--- src/rtl/pipe_stage_skid.sv ---
// Elastic pipeline stage register with a two-entry skid buffer.
//
// Sits on an inter-stage boundary (EX->MEM, MEM->WB, ...). It accepts one beat
// per cycle and issues one beat per cycle, even while the downstream stage is
// applying backpressure.
//
// Ports:
//   clk, rst_n           clock and asynchronous active-low reset
//   flush                synchronous kill of all held beats; inserts a bubble
//   in_valid, in_data    upstream beat
//   in_ready             stage can take a beat this cycle (decoded from state only)
//   out_valid, out_data  downstream beat; out_data is BUBBLE_VAL while out_valid=0
//   out_ready            downstream accepts the beat
//   cnt_clr              synchronous clear of stall_cnt
//   stall_cnt            saturating count of cycles with out_valid & !out_ready
//   occupancy            number of beats held (0..2)
module pipe_stage_skid #(
  parameter int unsigned       DATA_W     = 102,
  parameter logic [DATA_W-1:0] BUBBLE_VAL = '0,
  parameter int unsigned       CNT_W      = 16
) (
  input  logic              clk,
  input  logic              rst_n,
  input  logic              flush,
  input  logic              in_valid,
  input  logic [DATA_W-1:0] in_data,
  output logic              in_ready,
  output logic              out_valid,
  output logic [DATA_W-1:0] out_data,
  input  logic              out_ready,
  input  logic              cnt_clr,
  output logic [CNT_W-1:0]  stall_cnt,
  output logic [1:0]        occupancy
);

  // Encoding equals the number of beats held, so occupancy is the state itself.
  typedef enum logic [1:0] {
    StEmpty = 2'd0,
    StFull  = 2'd1,
    StSkid  = 2'd2
  } state_e;

  localparam logic [CNT_W-1:0] CntMax = {CNT_W{1'b1}};

  state_e            state_q, state_d;
  logic [DATA_W-1:0] main_q, main_d;
  logic [DATA_W-1:0] skid_q, skid_d;
  logic [CNT_W-1:0]  cnt_q, cnt_d;

  logic accept;
  logic issue;

  // Handshake outputs depend on the state register only; out_ready never
  // reaches in_ready combinationally.
  assign in_ready  = (state_q != StSkid);
  assign out_valid = (state_q != StEmpty);
  assign out_data  = out_valid ? main_q : BUBBLE_VAL;
  assign occupancy = state_q;
  assign stall_cnt = cnt_q;

  assign accept = in_valid & in_ready;
  assign issue  = out_valid & out_ready;

  always_comb begin
    state_d = state_q;
    main_d  = main_q;
    skid_d  = skid_q;

    unique case (state_q)
      StEmpty: begin
        if (accept) begin
          main_d  = in_data;
          state_d = StFull;
        end
      end
      StFull: begin
        if (issue && accept) begin
          main_d = in_data;
        end else if (issue) begin
          state_d = StEmpty;
        end else if (accept) begin
          // Downstream stalled: park the new beat behind the one on display.
          skid_d  = in_data;
          state_d = StSkid;
        end
      end
      StSkid: begin
        if (issue) begin
          main_d  = skid_q;
          skid_d  = BUBBLE_VAL;
          state_d = StFull;
        end
      end
      default: begin
        state_d = StEmpty;
        main_d  = BUBBLE_VAL;
        skid_d  = BUBBLE_VAL;
      end
    endcase

    // Flush wins over everything; a beat issued this cycle has already left.
    if (flush) begin
      state_d = StEmpty;
      main_d  = BUBBLE_VAL;
      skid_d  = BUBBLE_VAL;
    end
  end

  always_comb begin
    cnt_d = cnt_q;
    if (cnt_clr) begin
      cnt_d = '0;
    end else if (out_valid && !out_ready && (cnt_q != CntMax)) begin
      cnt_d = cnt_q + 1'b1;
    end
  end

  always_ff @(posedge clk or negedge rst_n) begin
    if (!rst_n) begin
      state_q <= StEmpty;
      main_q  <= BUBBLE_VAL;
      skid_q  <= BUBBLE_VAL;
      cnt_q   <= '0;
    end else begin
      state_q <= state_d;
      main_q  <= main_d;
      skid_q  <= skid_d;
      cnt_q   <= cnt_d;
    end
  end

endmodule

--- config.mk ---
export PLATFORM = sky130hd
export DESIGN_NAME = pipe_stage_skid
export DESIGN_NICKNAME = d
export VERILOG_FILES = /design/src/rtl/pipe_stage_skid.sv
export SDC_FILE = /design/constraint.sdc
export NUM_CORES = 1
export LEC_CHECK = 0
export ABC_CLOCK_PERIOD_IN_PS = 2300
export CAP_MARGIN = 30
export CORE_MARGIN = 10
export CORE_UTILIZATION = 31
export CTS_BUF_LIST = sky130_fd_sc_hd__clkbuf_4 sky130_fd_sc_hd__clkbuf_8
export DETAILED_ROUTE_END_ITERATION = 10
export PLACE_DENSITY_LB_ADDON = 0.05
export SYNTH_ARGS = -nofsm -noshare
export SYNTH_HDL_FRONTEND = slang
export SYNTH_SLANG_ARGS = --single-unit
--- constraint.sdc ---
create_clock -name clk -period 2.3 [get_ports clk]
set_input_delay 0.46 -clock clk [delete_from_list [all_inputs] [get_ports clk]]
set_output_delay 0.46 -clock clk [all_outputs]
set_load 0.1 [all_outputs]
==> metrics.md <==
| Metric | Value |
|---|---|
| Syn Area/Cell | `9.24 sq um` |
| Number of synthesized register bits | `222` |
| Crit path kind | `flop to primary output` |
| Seq/Total Area, Yosys | `48.9%` |
| RSZ-0062 raised after global routing | `yes` |
| Required time worst endpoint | `1840 ps` |
| CTS H-tree lvls | `2` |
| Run status | `complete, but fails checks` |
| Root Driver | `clkbuf_8` |
| Reg2reg path depth | `6` |
| Syn-to-layout area delta | `48.1%` |
| Worst reg2reg path startpoint | `occupancy[1]` |
| Fin util | `46.3%` |
| Vias in the first global route | `9299` |
| HP Class | `primary input to asynchronous set/reset pin` |
| Nets | `1574` |
| Grt ovf | `0` |
| Post-Route WL | `35300 um` |
| Post-route ant nets | `0` |
| Max-slew violations | `0` |
| Fillers | `3456` |
| # DRC | `0` |
| Clock buffer count from CTS | `44` |
| Worst Setup End Kind | `primary output` |
| Final Hold Vio Count | `0` |
| CP Max Fanout | `16` |
| Share of cells above drive strength 1 | `25.3%` |
| Max Cap Viol | `0` |
| Final worst slack | `-88.0 ps` |
| Worst-path clk slew | `60 ps` |
| GPL Wtd Cong | `0.738` |
| Crit Reg-Reg Endpoint | `main_q[4]` |
| Core area | `36300 sq um` |
| Synth Net Count | `1338` |
| GRT Resource Usage Total | `15.7%` |
| Initial Util | `31.2%` |
| Leakage | `0.00732 uW` |
| Worst slew margin | `44.6%` |
| IO buf count | `229` |
| Final-report setup violation count | `93` |
| Final period utilization | `104%` |
| Synth Cell Area | `11400 sq um` |
| CTS tree | `built` |
| WL per Instance | `18.0 um` |
| Area occupied by multi-input gates | `5270 sq um` |
| Clock tree sinks | `222` |
| Die H | `211 um` |
| Failing checks | `negative setup slack` |
| Number of DRC markers in iteration 0 | `416` |
| Post-synth EDFFs | `0` |
| Crit. Startpoint | `occupancy[1]` |
| Crit path launch type | `flop` |
| Post-Place Setup Slack | `-13.5 ps` |
| Pre-antenna DRT Iters | `5` |
| DP Cell Count | `1880` |
| Synth warn | `0` |
| Post-Layout Cell Count | `1966` |
| Sequential cell area | `5570 sq um` |
| Ys async rst share | `100%` |
| VDD IR-drop max | `0.327 mV` |
| # IOs | `230` |
| Clock Latency Late Sink | `550 ps` |
| Worst slew pin tran | `830 ps` |
| CTS Buffer Depth | `3` |
| Vias | `9154` |
| Largest net degree at the start of global routing | `67` |
| First-pass GRT wire length | `55900 um` |
| Arr. time, crit path | `1930 ps` |
| Top_reg_cell synth | `dfrtp_1` |
| Worst R2R Setup Slack | `320 ps` |
| Rows | `70` |
| Yosys cell types | `38` |
| Initial antenna violation count | `3` |
| PwrDens | `667 nW/um^2` |
| Mapped Cells | `1229` |
| Setup crit end | `out_data[1]` |
| Minimum clock period | `2390 ps` |
| Hold_ws | `459 ps` |
| Vias/cell | `4.66` |
| Max Clk Rate | `0.419 GHz` |
| Fin Clk Skew | `27.8 ps` |
| Chip width | `211 um` |
| Die ar. | `44700 sq um` |
| Hpwl dp | `22900 um` |
==> cell usage in the layout (no fill, tap or decap), types with 3 or more instances in the layout <==
master,count
or4_1,3
and2_2,16
diode_2,3
clkbuf_8,61
dfrtp_1,216
o311ai_0,3
mux2i_1,103
nor2b_1,110
clkdlybuf4s50_1,105
nor2_1,10
clkinv_2,5
and2_4,86
buf_12,131
a21oi_1,109
mux2_2,8
inv_1,105
o31ai_1,105
nand2_1,214
nand4_1,3
o41ai_1,3
buf_4,43
dfrtp_2,5
clkbuf_4,9
nand3_1,5
nor4_1,3
==> metal layers <==
layer | GRT usage [%] | share of wire [%]
met5 | 0 | 0.037
met4 | 3.22 | 1.3
met3 | 4.42 | 5.8
met2 | 24.7 | 47
met1 | 21.0 | 46
==> worst max-delay path, cell delays in order, from the launching register on <==
cell     delay (ps)
dfrtp_4         490
or2_4           330
buf_12          180
and2_2          210
buf_12          160
==> synthesized netlist by cell type, types with 3 or more instances <==
cell type	instances	share of area [%]
dfrtp_1	222	49
nand2_1	214	7.1
nor2b_1	111	6.1
a21oi_1	110	4.9
inv_1	106	3.5
o31ai_1	105	6.9
and2_1	103	5.7
mux2i_1	103	9.1
clkbuf_1	48	1.6
buf_2	43	1.9
nor2_1	10	0.33
mux2_2	8	0.79
nand3_1	5	0.22
nand4_1	3	0.17
nor4_1	3	0.17
o311ai_0	3	0.23
o41ai_1	3	0.23
or4_1	3	0.20
==> cell families (layout without fill, tap and decap cells) <==
logic type | count (synthesis) | in the layout | share of synthesized area [%]
muxes | 111 | 111 | 9.88
AOI/OAI and AO/OA | 231 | 231 | 13.0
other | 0 | 3 | 0
buffers and inverters | 199 | 464 | 7.12
adders and majority gates | 1 | 1 | 0.110
and+or+nand+nor | 465 | 466 | 21.0
DFF | 222 | 222 | 48.9
==> state kept, by name, summed over array words and instances (netlist names) <==
signal     flops
main_q       102
occupancy      2
skid_q       102
stall_cnt     16
==> metrics by stage <==
stage	TNS, ps	total power, uW	instance area [sq um]
finish	-5520	11200	16800
global route	-13000	11800	16800
CTS	-8190	11400	16800
detailed placement	-53.8	7030	15800
global placement	0	7010	15800
floorplan	-3530	5880	11600
==> final cells by class <==
| type | count | share of cell area, % |
|---|---|---|
| clock inverters | 6 | 0.201 |
| multi-input cells | 809 | 31.3 |
| well taps | 468 | 3.48 |
| flip-flops and latches | 222 | 33.1 |
| repair buffers | 282 | 24.1 |
| inverters | 106 | 2.39 |
| diodes | 3 | 0.0446 |
| clock buffers | 70 | 5.40 |
==> report_power, final <==
group / switching (uW) / internal [uW]
sequential: 142 / 4170
combinational: 1570 / 1090
clock: 1760 / 2490
total: 3470 / 7750
==> worst min-delay path by stage <==
stage	start	to	slack, ps
after CTS	rst_n	skid_q[13]	450
after global placement	rst_n	stall_cnt[13]	450
final	rst_n	stall_cnt[7]	460
after detailed placement	rst_n	stall_cnt[15]	440
after floorplan	rst_n	main_q[0]	160
after global routing	in_data[33]	skid_q[33]	450
==> timing repair <==
action	in CTS	in global routing
endpoints found under the hold margin	49	0
buffers inserted	2	2
cloned	1	1
pin swaps	7	10
hold buffers	1	0
endpoints found under the setup margin	93	103
resized for setup	35	0
(Power assumes the default switching activity.)
